**src/rtl/mem_access_unit_pkg.sv**
```systemverilog
// Shared types for the MEM-stage access unit: region codes, access sizes,
// IO load FSM states and the posted IO store entry.
package mem_access_unit_pkg;

  localparam logic [3:0] REGION_DMEM   = 4'h1;
  localparam logic [3:0] REGION_IMEM   = 4'h2;
  localparam logic [3:0] REGION_MIRROR = 4'h3;
  localparam logic [3:0] REGION_BIOS   = 4'h4;
  localparam logic [3:0] REGION_IO     = 4'h8;

  localparam logic [6:0] OPC_LOAD   = 7'b0000011;
  localparam logic [6:0] OPC_STORE  = 7'b0100011;
  localparam logic [6:0] OPC_BRANCH = 7'b1100011;
  localparam logic [6:0] OPC_SYSTEM = 7'b1110011;

  // funct3[1:0] of loads and stores
  typedef enum logic [1:0] {
    MEM_SIZE_B = 2'b00,
    MEM_SIZE_H = 2'b01,
    MEM_SIZE_W = 2'b10
  } mem_size_e;

  typedef enum logic [1:0] {
    IO_IDLE,
    IO_DRAIN,
    IO_READ
  } io_state_e;

  typedef struct packed {
    logic [31:0] addr;
    logic [31:0] data;
    logic [3:0]  wstrb;
  } store_entry_t;

endpackage

```
**src/rtl/mem_access_unit_io_store_fifo.sv**
```systemverilog
// io_store_fifo: posted IO store buffer, registered push, head visible next cycle.
// Push at full is accepted only alongside a pop; pop on empty is ignored.
module io_store_fifo
  import mem_access_unit_pkg::*;
#(
  parameter int DEPTH = 4
) (
  input  logic         clk,
  input  logic         rst,
  input  logic         push,
  input  store_entry_t push_dat,
  input  logic         pop,
  output logic         full,
  output logic         empty,
  output store_entry_t head
);

  localparam int AW = $clog2(DEPTH);
  localparam int CW = AW + 1;

  store_entry_t   mem [DEPTH];
  logic [AW-1:0]  wr_ptr;
  logic [AW-1:0]  rd_ptr;
  logic [CW-1:0]  count;
  logic           do_push;
  logic           do_pop;

  assign empty   = (count == '0);
  assign full    = (count == CW'(DEPTH));
  assign do_pop  = pop && !empty;
  assign do_push = push && (!full || do_pop);
  assign head    = mem[rd_ptr];

  always_ff @(posedge clk) begin
    if (rst) begin
      wr_ptr <= '0;
      rd_ptr <= '0;
      count  <= '0;
    end else begin
      if (do_push) wr_ptr <= wr_ptr + AW'(1);
      if (do_pop)  rd_ptr <= rd_ptr + AW'(1);
      case ({do_push, do_pop})
        2'b10:   count <= count + CW'(1);
        2'b01:   count <= count - CW'(1);
        default: count <= count;
      endcase
    end
  end

  always_ff @(posedge clk) begin
    if (do_push) mem[wr_ptr] <= push_dat;
  end

endmodule

```
**src/rtl/mem_access_unit.sv**
```systemverilog
// mem_access_unit: MEM-stage region decode, store strobes/forwarding, posted IO stores, IO load FSM.
// Decode is combinational; IO loads stall until their read handshake, full buffer stalls stores. Option: MEM_MISALIGN_TRAP_EN.
module mem_access_unit
  import mem_access_unit_pkg::*;
#(
  parameter int IO_BUF_DEPTH = 4
) (
  input  logic        clk,
  input  logic        rst,
  input  logic        valid,
  input  logic [31:0] inst,
  input  logic [31:0] pc,
  input  logic [31:0] addr,
  input  logic [31:0] rs2_data,
  input  logic [31:0] wb_inst,
  input  logic [31:0] wb_data,
  output logic        stall,
  output logic        bios_en,
  output logic        dmem_en,
  output logic [3:0]  dmem_we,
  output logic [3:0]  imem_we,
  output logic [31:0] mem_wdata,
  output logic        io_req,
  output logic        io_we,
  output logic [31:0] io_addr,
  output logic [31:0] io_wdata,
  output logic [3:0]  io_wstrb,
  input  logic        io_ready,
  input  logic [31:0] io_rdata,
  output logic [31:0] io_load_data,
  output logic        misalign
);

  logic         is_load, is_store, is_mem;
  mem_size_e    size;
  logic [3:0]   region;
  logic         wb_writes_rd, fwd_sel;
  logic [31:0]  st_src, st_lane;
  logic [3:0]   st_strb;
  logic         mis, go;
  logic         io_ld, io_st;
  logic         fifo_push, fifo_full, fifo_empty, head_vld, pop;
  store_entry_t fifo_head, fifo_in;
  io_state_e    state, state_nxt;
  logic         unused_bits;

  assign is_load  = (inst[6:0] == OPC_LOAD);
  assign is_store = (inst[6:0] == OPC_STORE);
  assign is_mem   = is_load || is_store;
  assign size     = mem_size_e'(inst[13:12]);
  assign region   = addr[31:28];

  // x0 never forwards; stores, branches and CSR ops leave rd unwritten
  assign wb_writes_rd = !(wb_inst[6:0] inside {OPC_STORE, OPC_BRANCH, OPC_SYSTEM});
  assign fwd_sel      = (inst[24:20] != 5'd0) && wb_writes_rd && (wb_inst[11:7] == inst[24:20]);
  assign st_src       = fwd_sel ? wb_data : rs2_data;

  always_comb begin
    st_strb = 4'b0000;
    st_lane = st_src;
    case (size)
      MEM_SIZE_B: begin
        st_strb = 4'b0001 << addr[1:0];
        st_lane = {4{st_src[7:0]}};
      end
      MEM_SIZE_H: begin
        st_strb = 4'b0011 << {addr[1], 1'b0};
        st_lane = {2{st_src[15:0]}};
      end
      MEM_SIZE_W: st_strb = 4'b1111;
      default:    st_strb = 4'b0000;
    endcase
  end

`ifdef MEM_MISALIGN_TRAP_EN
  assign mis = valid && is_mem &&
               (((size == MEM_SIZE_H) && addr[0]) || ((size == MEM_SIZE_W) && (addr[1:0] != 2'b00)));
`else
  assign mis = 1'b0;
`endif

  assign go        = valid && !stall && !mis && !rst;
  assign bios_en   = go && is_load && (region == REGION_BIOS);
  assign dmem_en   = go && is_mem && ((region == REGION_DMEM) || (region == REGION_MIRROR));
  assign dmem_we   = (go && is_store && ((region == REGION_DMEM) || (region == REGION_MIRROR)))
                     ? st_strb : 4'b0000;
  assign imem_we   = (go && is_store && pc[30] && ((region == REGION_IMEM) || (region == REGION_MIRROR)))
                     ? st_strb : 4'b0000;
  assign mem_wdata = rst ? 32'd0 : st_lane;
  assign misalign  = mis && !rst;

  assign io_ld     = valid && is_load  && (region == REGION_IO) && !mis;
  assign io_st     = valid && is_store && (region == REGION_IO) && !mis;
  assign fifo_push = go && is_store && (region == REGION_IO);
  assign fifo_in   = '{addr: addr, data: st_lane, wstrb: st_strb};

  // buffered stores drain in IDLE and DRAIN; READ owns the IO port
  assign head_vld  = !fifo_empty && (state != IO_READ);
  assign pop       = head_vld && io_ready;

  io_store_fifo #(.DEPTH(IO_BUF_DEPTH)) u_io_store_fifo (
    .clk      (clk),
    .rst      (rst),
    .push     (fifo_push),
    .push_dat (fifo_in),
    .pop      (pop),
    .full     (fifo_full),
    .empty    (fifo_empty),
    .head     (fifo_head)
  );

  always_ff @(posedge clk) begin
    if (rst) state <= IO_IDLE;
    else     state <= state_nxt;
  end

  always_comb begin
    state_nxt = state;
    stall     = 1'b0;
    io_req    = 1'b0;
    io_we     = 1'b0;
    io_addr   = 32'd0;
    io_wdata  = 32'd0;
    io_wstrb  = 4'b0000;
    case (state)
      IO_IDLE: begin
        // hold the load in MEM from the first cycle it is seen
        if (io_ld) begin
          stall     = 1'b1;
          state_nxt = fifo_empty ? IO_READ : IO_DRAIN;
        end
      end
      IO_DRAIN: begin
        stall = 1'b1;
        if (fifo_empty) state_nxt = IO_READ;
      end
      IO_READ: begin
        io_req  = 1'b1;
        io_addr = addr;
        stall   = !io_ready;
        if (io_ready) state_nxt = IO_IDLE;
      end
      default: state_nxt = IO_IDLE;
    endcase
    if (head_vld) begin
      io_req   = 1'b1;
      io_we    = 1'b1;
      io_addr  = fifo_head.addr;
      io_wdata = fifo_head.data;
      io_wstrb = fifo_head.wstrb;
    end
    if (io_st && fifo_full && !pop) stall = 1'b1;
    if (rst) begin
      stall    = 1'b0;
      io_req   = 1'b0;
      io_we    = 1'b0;
      io_addr  = 32'd0;
      io_wdata = 32'd0;
      io_wstrb = 4'b0000;
    end
  end

  always_ff @(posedge clk) begin
    if (rst)                              io_load_data <= 32'd0;
    else if (state == IO_READ && io_ready) io_load_data <= io_rdata;
  end

  assign unused_bits = ^{inst, pc, wb_inst};

endmodule

```
**config.mk**
```make
export PLATFORM = sky130hd
export DESIGN_NAME = mem_access_unit
export DESIGN_NICKNAME = d
export VERILOG_FILES = /design/src/rtl/mem_access_unit_pkg.sv /design/src/rtl/mem_access_unit_io_store_fifo.sv /design/src/rtl/mem_access_unit.sv
export SDC_FILE = /design/constraint.sdc
export NUM_CORES = 1
export LEC_CHECK = 0
export CAP_MARGIN = 0
export CORE_MARGIN = 4
export CORE_UTILIZATION = 25
export DETAILED_ROUTE_END_ITERATION = 16
export HOLD_SLACK_MARGIN = 0.02
export PLACE_DENSITY = 0.43
export REMOVE_ABC_BUFFERS = 1
export SLEW_MARGIN = 25
export SYNTH_ARGS = -nofsm -noshare
export SYNTH_HDL_FRONTEND = slang
export SYNTH_SLANG_ARGS = --single-unit
```
**constraint.sdc**
```tcl
create_clock -name clk -period 4.7 [get_ports clk]
set_clock_uncertainty 0.05 [all_clocks]
set_input_delay 0.94 -clock clk [delete_from_list [all_inputs] [get_ports clk]]
set_output_delay 0.94 -clock clk [all_outputs]
set_load 0.02 [all_outputs]
```
==> impl_metrics.yaml, run 1 <==
run_status:
  status: "completed"
global_routing:
  grt_max_degree: 46
  grt_pass1_wl_um: 58780
  grtUsageTotal_pct: 13.43
  grt_pass1_vias: 9361
  grt_overflow: 0
  antenna_found_initial: 3
synthesis:
  ys_top_cells_by_area: "edfxtp_1, mux4_2, dfxtp_1, nand2_1, and2_1"
  synth_ff_type: "edfxtp_1"
  async_flop_share_pct: 0
  synth_edf_count: 272
  synth_top_area_share_pct: 60.08
  ys_ff_latch: 315
  syn_inst: 895
  ys.warnings.count: 0
  syn_avg_cell_area_um2: 15.19
  synth_area_mm2: 0.01360
  synth_top_area_cell: "edfxtp_1"
  synth_cell_types: 51
  yosysSeqAreaShare_pct: 66.41
die:
  die_y_um: 241.2
  rows: 85
  coreArea_mm2: 0.05381
  chipWidth_um: 241.2
  die_area_mm2: 0.05818
  num_io_pins: 374
  start_util_pct: 25.26
worst_setup_path:
  worstPathArrival_ns: 3.57
  cp_common_cell: "clkdlybuf4s50_1"
  crit_path_max_fanout: 20
  reg2reg_from: "state[1]$_SDFFE_PP0P_"
  crit_path_end_kind: "output pin"
  worstRegToRegCells: 12
  slowest_delay_ns: 0.57
  startpoint: "inst[20]"
  slowest_stage: "mux4_2"
  cp_cell_sequence: "clkdlybuf4s50_1 > nor4_1 > nor2_1 > o2111ai_4 > buf_12 > mux4_2 > and2_1 > clkdlybuf4s50_1"
  required_ns: 3.71
  start_kind: "primary input"
  r2r-end: "u_io_store_fifo.count[2]$_SDFFE_PP0P_"
  criticalPathCategory: "primary input to output pin"
  regToRegSetupSlack_ns: 2.11
power:
  total_power_w: 0.006271
  p_leak_nw: 6.209
  ir_drop_mv: 0.1819
  powerDensity_mw_per_mm2: 327.9
timing:
  slew_headroom_pct: 49.29
  finalSetupViolations: 0
  tightest_slew_ns: 0.7588
  fin_crit_ns: 4.563
  max_freq_mhz: 219.1
  min_period_over_period_pct: 97.09
  finalHoldViolations: 0
  drv_slew: 0
  rsz0062_at_grt: "no"
placed_design:
  postPlaceCellArea_mm2: 0.01793
  dp_hpwl_um: 26290
  numPortBuffers: 303
  routabilityCongestion: 0.7131
  dp_cells: 1903
detailed_routing:
  viasPerCell: 4.447
  drt-wirelength-per-cell_um: 20.17
  drtIter0Drc: 361
  firstDrtPassIters: 4
  routed_wl_um: 39800
  dr_total_vias: 8774
  ant_nets: 0
  post-route-drc-count: 0
final_layout:
  syn_to_final_growth_pct: 40.68
  fin_area_mm2: 0.01913
  finalNonFillerCells: 1973
  final_nets: 1482
  fin_util_pct: 35.54
  num-fill-cells: 5276
  final-seq-area_mm2: 0.009036
  multiInputGateArea_mm2: 0.004249
  drive_gt1_share_pct: 17.95
cts:
  cts-root-buf: "clkbuf_16"
  post_cts_buffers: 0
  cts_buffers: 39
  path_clk_slew_ns: 0.06
  h-tree-depth: 2
  cts_tree: "built"
  clock-sinks: 315
  cts_hold_buf: 0
  clk_latency_ns: 0.54
  cts_buffer_depth: 3
min_path:
  hold_class: "register to register"
  min_to: "io_load_data[4]$_SDFFE_PP0P_"
  whs_path_depth: 2
  hp-start: "io_load_data[4]$_SDFFE_PP0P_"
job:
  max_cap_violations: 0
per-layer routing:
metal / track usage, % / routed length [µm]
met1: 16.72 / 16730
met2: 22.48 / 19300
met5: 0 / 26
met3: 4.320 / 2875
met4: 3.999 / 864
worst max-delay path, delay by kind of cell:
family / cells / cell delay, ns
and+or+nand+nor: 3 / 0.60
buffers and inverters: 3 / 1.19
AOI/OAI and AO/OA: 1 / 0.26
muxes: 1 / 0.57
registers in the layout, indices dropped and copies added (netlist names), named ones only:
signal,flops
u_io_store_fifo.mem,272
state,2
u_io_store_fifo.rd_ptr,2
u_io_store_fifo.wr_ptr,2
io_load_data,32
u_io_store_fifo.count,3
worst max path at each step:
stage / to / depth (start not counted) / slack [ns]
finish: mem_wdata[22] / 8 / 0.14
global route: mem_wdata[10] / 10 / 0.01
CTS: mem_wdata[30] / 9 / 0.06
detailed placement: mem_wdata[29] / 9 / 0.08
global placement: mem_wdata[31] / 9 / 0.04
floorplan: io_addr[0] / 3 / -0.13
per-stage QoR:
step / hold WS [ns] / setup TNS (ns) / setup WS (ns)
final: 0.4016 / 0 / 0.1367
after global routing: 0.4192 / 0 / 0.01370
after CTS: 0.4053 / 0 / 0.05592
after detailed placement: 0.3970 / 0 / 0.08190
after global placement: 0.3920 / 0 / 0.03854
after floorplan: 0.4116 / -4.934 / -0.1277
final cells by class:
class / count / area share [%]
Sequential cell: 315 / 47.25
Multi-Input combinational cell: 500 / 22.22
Timing Repair Buffer: 371 / 19.40
Clock buffer: 56 / 5.646
Tap cell: 696 / 4.553
Clock inverter: 13 / 0.5103
Inverter: 21 / 0.4121
Antenna cell: 1 / 0.01308
where the power goes:
group | internal, W | switching (W)
Combinational | 0.000237 | 0.000205
Clock | 0.00165 | 0.00113
Sequential | 0.00305 | 0.0000000485
Total | 0.00494 | 0.00134
placed cells by master (no fill, tap or decap), drive strengths merged, types with 2 or more instances in the layout:
| cell type | instances |
|---|---|
| clkinv | 8 |
| nor4 | 5 |
| nand3 | 4 |
| mux4 | 73 |
| nand2 | 105 |
| a31oi | 9 |
| a21oi | 39 |
| xor2 | 7 |
| inv | 23 |
| mux2 | 10 |
| o21ai | 8 |
| clkdlybuf4s50 | 299 |
| o2111ai | 2 |
| dlymetal6s2s | 3 |
| nor3 | 11 |
| a22oi | 32 |
| dfxtp | 43 |
| nor2b | 38 |
| or3 | 5 |
| buf | 69 |
| clkinvlp | 2 |
| o31a | 3 |
| nand2b | 3 |
| o221ai | 4 |
| and2 | 41 |
| mux2i | 19 |
| edfxtp | 272 |
| ha | 5 |
| clkbuf | 56 |
| xnor2 | 2 |
| nor2 | 56 |
| a211oi | 8 |
what timing repair did:
action / in CTS / in global routing
endpoints found under the hold margin: 0 / 0
gates resized for setup: 0 / 5
endpoints found under the setup margin: 0 / 9
kinds of logic after synthesis:
| group | Yosys count | synth area share (%) |
|---|---|---|
| compound gates | 107 | 5.448 |
| xor+xnor | 9 | 0.5798 |
| other cells | 1 | 0.02758 |
| mux | 102 | 14.43 |
| fa+ha+maj | 6 | 0.6074 |
| flops | 315 | 66.41 |
| simple gates | 275 | 9.847 |
| buf+inv | 80 | 2.650 |
cells in the mapped netlist (all sizes together) (9+ instances only):
library cell,instances
a21oi,39
a22oi,32
a31oi,9
and2,41
buf,22
clkbuf,37
dfxtp,43
edfxtp,272
inv,21
mux2,10
mux2i,19
mux4,73
nand2,105
nor2,56
nor2b,38
nor3,11
Power figures use the tool's default switching activity.
==> run 2, diff against run 1 <==
--- a/config.mk
+++ b/config.mk
@@ -9,6 +9,7 @@
 export CORE_MARGIN = 4
 export CORE_UTILIZATION = 25
 export DETAILED_ROUTE_END_ITERATION = 16
+export GPL_ROUTABILITY_DRIVEN = 1
 export HOLD_SLACK_MARGIN = 0.02
 export PLACE_DENSITY = 0.43
 export REMOVE_ABC_BUFFERS = 1
==> constraint.sdc (replaced) <==
create_clock -name clk -period 5.2 [get_ports clk]
set_clock_uncertainty 0.05 [all_clocks]
set_input_delay 1.04 -clock clk [delete_from_list [all_inputs] [get_ports clk]]
set_output_delay 1.04 -clock clk [all_outputs]
set_load 0.02 [all_outputs]
==> impl_metrics.yaml, run 2 (synthesis results as in run 1) <==
final_layout:
  finalNonFillerCells: 1944
  diodes: 0
  layout_commonest_cell: "clkdlybuf4s50_1"
  num-fill-cells: 5236
  drive_gt1_share_pct: 16.11
  layout_common_cells: "clkdlybuf4s50_1, edfxtp_1, nand2_1"
  largest_register_ffs: 272
  reg.largest.list: "u_io_store_fifo.mem x272, io_load_data x32, u_io_store_fifo.count x3"
  final_nets: 1452
  syn_to_final_growth_pct: 38.55
  largest-register: "u_io_store_fifo.mem"
cts:
  cts_hold_buf: 0
  post_cts_resized: 0
  cts-root-buf: "clkbuf_16"
  cts_buffer_depth: 3
  post_cts_buffers: 0
  clock-sinks: 315
  path_clk_slew_ns: 0.05
  h-tree-depth: 2
  cts_buffers: 39
  cts_tree: "built"
  clk_latency_ns: 0.55
power:
  ir_drop_mv: 0.1647
  pwr-share-seq_pct: 48.5
  powerDensity_mw_per_mm2: 301.8
  p_int_w: 0.004457
  total_power_w: 0.005685
  pwr-share-comb_pct: 6.5
  p_switching_w: 0.001228
  clkPwrFrac_pct: 45.0
  swShare_pct: 21.60
  p_leak_nw: 6.018
worst_setup_path:
  cp.buffers_inverters: 3
  crit_family: "buffers and inverters"
  regToRegSetupSlack_ns: 2.18
  r2r-end: "u_io_store_fifo.count[2]$_SDFFE_PP0P_"
  worstPathArrival_ns: 3.84
  cp_common_cell: "clkdlybuf4s50_1"
  cp_cell_sequence: "clkdlybuf4s50_1 > nor4_1 > nor2_1 > o2111ai_4 > buf_12 > mux2_2 > and2_1 > o31a_1 > clkdlybuf4s50_1"
  worstRegToRegCells: 13
  slowest_delay_ns: 0.55
  start_kind: "primary input"
  crit_path_max_fanout: 25
  required_ns: 4.11
  slowest_stage: "clkdlybuf4s50_1"
  crit_path_end_kind: "output pin"
  reg2reg_from: "state[1]$_SDFFE_PP0P_"
  criticalPathCategory: "primary input to output pin"
placed_design:
  numPortBuffers: 303
  routabilityCongestion: 0.7138
  dp_hpwl_um: 26320
  dp_cells: 1873
global_routing:
  grtUsageTotal_pct: 13.70
  grt_pass1_wl_um: 59920
  grt-busiest-layer: "met2"
  grt_overflow: 0
  use_met1_pct: 17.09
  grt_pass1_vias: 9617
  antenna_found_initial: 1
  grtUsageMet3_pct: 4.320
  grt_use_met2_pct: 22.86
  grt_max_degree: 56
timing:
  min_period_over_period_pct: 94.80
  finalHoldViolations: 0
  finalSetupViolations: 0
  slew_headroom_pct: 41.66
  tightest_slew_ns: 0.8684
  fin_crit_ns: 4.930
  whs_ns: 0.4018
  drv_slew: 0
  fin_tns_setup_ns: 0
  rsz0062_at_grt: "no"
  max_freq_mhz: 202.8
die:
  coreArea_mm2: 0.05381
  chipWidth_um: 241.2
  rows: 85
  start_util_pct: 25.26
  die_area_mm2: 0.05818
  num_io_pins: 374
  die_y_um: 241.2
detailed_routing:
  firstDrtPassIters: 4
  post-route-drc-count: 0
  drtIter0Drc: 292
  drt-wirelength-per-cell_um: 20.64
  viasPerCell: 4.474
  ant_nets: 0
  dr_total_vias: 8697
  routed_wl_um: 40130
run_status:
  status: "completed"
job:
  max_cap_violations: 0
min_path:
  min_to: "io_load_data[15]$_SDFFE_PP0P_"
  hp-start: "io_load_data[15]$_SDFFE_PP0P_"
  hold_class: "register to register"
  whs_path_depth: 2
run 2: worst max-delay path by stage:
stage	from	to	slack, ns	depth (start not counted)
2_1_floorplan	register	io_addr[0]	0.27	3
3_3_place_gp	inst[20]	mem_wdata[31]	0.27	9
3_5_place_dp	inst[20]	mem_wdata[31]	0.27	9
4_1_cts	inst[20]	mem_wdata[31]	0.25	9
5_1_grt	inst[21]	mem_wdata[10]	0.06	9
6_report	inst[20]	mem_wdata[31]	0.27	9
run 2: area by class of cell:
class | instances | area [µm²] | share of cell area (%)
well taps | 696 | 870.8 | 4.623
repair buffers | 341 | 3403 | 18.07
clock inverters | 17 | 128.9 | 0.6842
clock buffers | 54 | 1084 | 5.752
flip-flops and latches | 315 | 9036 | 47.97
inverters | 21 | 78.83 | 0.4185
multi-input cells | 500 | 4235 | 22.48
run 2: through the flow:
stage | util (%) | instance area, µm² | setup slack [ns]
after floorplan | - | 13310 | 0.2723
after global placement | 32.75 | 17620 | 0.2714
after detailed placement | 32.75 | 17620 | 0.2715
after CTS | 35.00 | 18840 | 0.2529
after global routing | 35.00 | 18840 | 0.05673
final | 35.00 | 18840 | 0.2702
run 2: tightest hold or removal path: cells and delay by family, from the launching register on:
kind	cells	cell delay (ns)
DFF	1	0.30
and+or+nand+nor	1	0.05
AOI/OAI and AO/OA	1	0.05
run 2: power groups by stage:
stage	Combinational, W	Sequential (W)	Clock, W
floorplan	0.000118	0.00281	0
global placement	0.000373	0.00281	0
detailed placement	0.000376	0.00281	0
CTS	0.000379	0.00275	0.00267
global route	0.000403	0.00275	0.00278
finish	0.000371	0.00276	0.00256
run 2: layer usage:
metal	part of all wire (%)	vias to the layer above	routed length, µm
met4	2.4	2	965
met1	43	4343	17060
li1	-	4047	-
met2	48	244	19340
met5	0.032	-	13
met3	6.9	61	2750
==> run 3, diff against run 2 <==
==> constraint.sdc (replaced) <==
create_clock -name clk -period 6.2 [get_ports clk]
set_clock_uncertainty 0.05 [all_clocks]
set_input_delay 1.24 -clock clk [delete_from_list [all_inputs] [get_ports clk]]
set_output_delay 1.24 -clock clk [all_outputs]
set_load 0.02 [all_outputs]
==> impl_metrics.yaml, run 3 (synthesis results as in run 1) <==
final_layout:
  syn_to_final_growth_pct: 37.95
  num-fill-cells: 5279
  fin_util_pct: 34.85
  final-seq-area_mm2: 0.009036
  reg.largest.list: "u_io_store_fifo.mem x272, io_load_data x32, u_io_store_fifo.count x3"
  layout_common_cells: "clkdlybuf4s50_1, edfxtp_1, nand2_1"
  multiInputGateArea_mm2: 0.004235
  drive_gt1_share_pct: 14.88
  diodes: 0
  fin_area_mm2: 0.01876
  final_nets: 1436
  layout_commonest_cell: "clkdlybuf4s50_1"
  largest_register_ffs: 272
  largest-register: "u_io_store_fifo.mem"
global_routing:
  grt_pass1_vias: 9282
  grt_max_degree: 56
  grtUsageTotal_pct: 13.43
  antenna_found_initial: 2
  grt_overflow: 0
  grt_pass1_wl_um: 58880
timing:
  setup_ws_ns: 0.6473
  rsz0062_at_grt: "no"
  slew_headroom_pct: 34.78
  min_period_over_period_pct: 89.56
  max_freq_mhz: 180.1
  fin_tns_setup_ns: 0
  fin_crit_ns: 5.553
  finalHoldViolations: 0
  finalSetupViolations: 0
  drv_slew: 0
  tightest_slew_ns: 0.9760
run_status:
  status: "completed"
detailed_routing:
  dr_total_vias: 8674
  ant_nets: 0
  drtIter0Drc: 333
  viasPerCell: 4.504
  routed_wl_um: 39630
  drt-wirelength-per-cell_um: 20.58
  post-route-drc-count: 0
  firstDrtPassIters: 4
worst_setup_path:
  slowest_delay_ns: 0.55
  required_ns: 4.91
  worstPathArrival_ns: 4.26
  crit_family: "buffers and inverters"
  regToRegSetupSlack_ns: 3.19
  cp_cell_sequence: "clkdlybuf4s50_1 > nor4_1 > nor2_1 > o2111ai_4 > buf_4 > mux2i_2 > mux2i_1 > and2_1 > clkdlybuf4s50_1"
  r2r-end: "u_io_store_fifo.mem[1][48]$_DFFE_PP_"
  criticalPathCategory: "primary input to output pin"
  crit_path_max_fanout: 12
  cp_common_cell: "clkdlybuf4s50_1"
  reg2reg_from: "state[1]$_SDFFE_PP0P_"
  crit_path_end_kind: "output pin"
  cp.buffers_inverters: 3
  start_kind: "primary input"
  worstRegToRegCells: 7
  slowest_stage: "clkdlybuf4s50_1"
die:
  die_area_mm2: 0.05818
  coreArea_mm2: 0.05381
  die_y_um: 241.2
  chipWidth_um: 241.2
  rows: 85
  start_util_pct: 25.26
  num_io_pins: 374
cts:
  cts_tree: "built"
  cts_buffer_depth: 3
  cts_hold_buf: 0
  clk_latency_ns: 0.54
  path_clk_slew_ns: 0.06
  post_cts_resized: 0
  cts_buffers: 37
  post_cts_buffers: 0
  cts-root-buf: "clkbuf_16"
  clock-sinks: 315
  h-tree-depth: 2
placed_design:
  place_ws_ns: 0.6257
  dp_hpwl_um: 25680
  postPlaceCellArea_mm2: 0.01749
  numPortBuffers: 303
  routabilityCongestion: 0.7285
power:
  ir_drop_mv: 0.1481
  powerDensity_mw_per_mm2: 259.7
  p_leak_nw: 5.956
  total_power_w: 0.004871
min_path:
  hold_class: "register to register"
  min_to: "io_load_data[12]$_SDFFE_PP0P_"
  hp-start: "io_load_data[12]$_SDFFE_PP0P_"
  whs_path_depth: 2
job:
  max_cap_violations: 0
run 3: tightest hold or removal path, cell delays in order, from the launching register on:
cell     delay (ns)
dfxtp_1        0.31
nand2_1        0.05
a21oi_1        0.05
run 3: worst max-delay path by stage:
stage | startpoint | endpoint | slack, ns | cells past startpoint
floorplan | register | io_addr[0] | 1.07 | 3
global placement | inst[20] | mem_wdata[17] | 0.60 | 9
detailed placement | inst[20] | mem_wdata[17] | 0.63 | 9
CTS | inst[20] | mem_wdata[17] | 0.60 | 9
global route | inst[20] | mem_wdata[17] | 0.46 | 9
finish | inst[20] | mem_wdata[17] | 0.65 | 9
run 3: area by class of cell:
class | count | share of cell area (%)
sequential | 315 | 48.18
multi-input combinational | 500 | 22.58
timing repair buffer | 327 | 17.45
clock buffer | 48 | 5.384
tap | 696 | 4.643
clock inverter | 19 | 1.341
inverter | 21 | 0.4203
run 3: layer usage:
layer  global-route usage, %  wire [µm]  vias to the layer above
met1                   16.82      16690                     4378
met3                   5.017       3011                       50
met5                       0         31                        -
met4                   3.060        694                        4
li1                        -          -                     4006
met2                   22.32      19210                      236
run 3: stage by stage:
stage | cells | hold slack (ns)
after global routing | 1926 | 0.4212
after floorplan | 836 | 0.4116
final | 1926 | 0.4049
after CTS | 1926 | 0.4084
after detailed placement | 1859 | 0.3991
after global placement | 1859 | 0.3935
run 3: where the power goes:
part	switching [W]	leakage [nW]	total, W	internal, W
Combinational	0.000151	2.55	0.000305	0.000155
Sequential	0.0000000452	2.79	0.00231	0.00231
Clock	0.000852	0.610	0.00225	0.00140
Total	0.00100	5.96	0.00487	0.00387
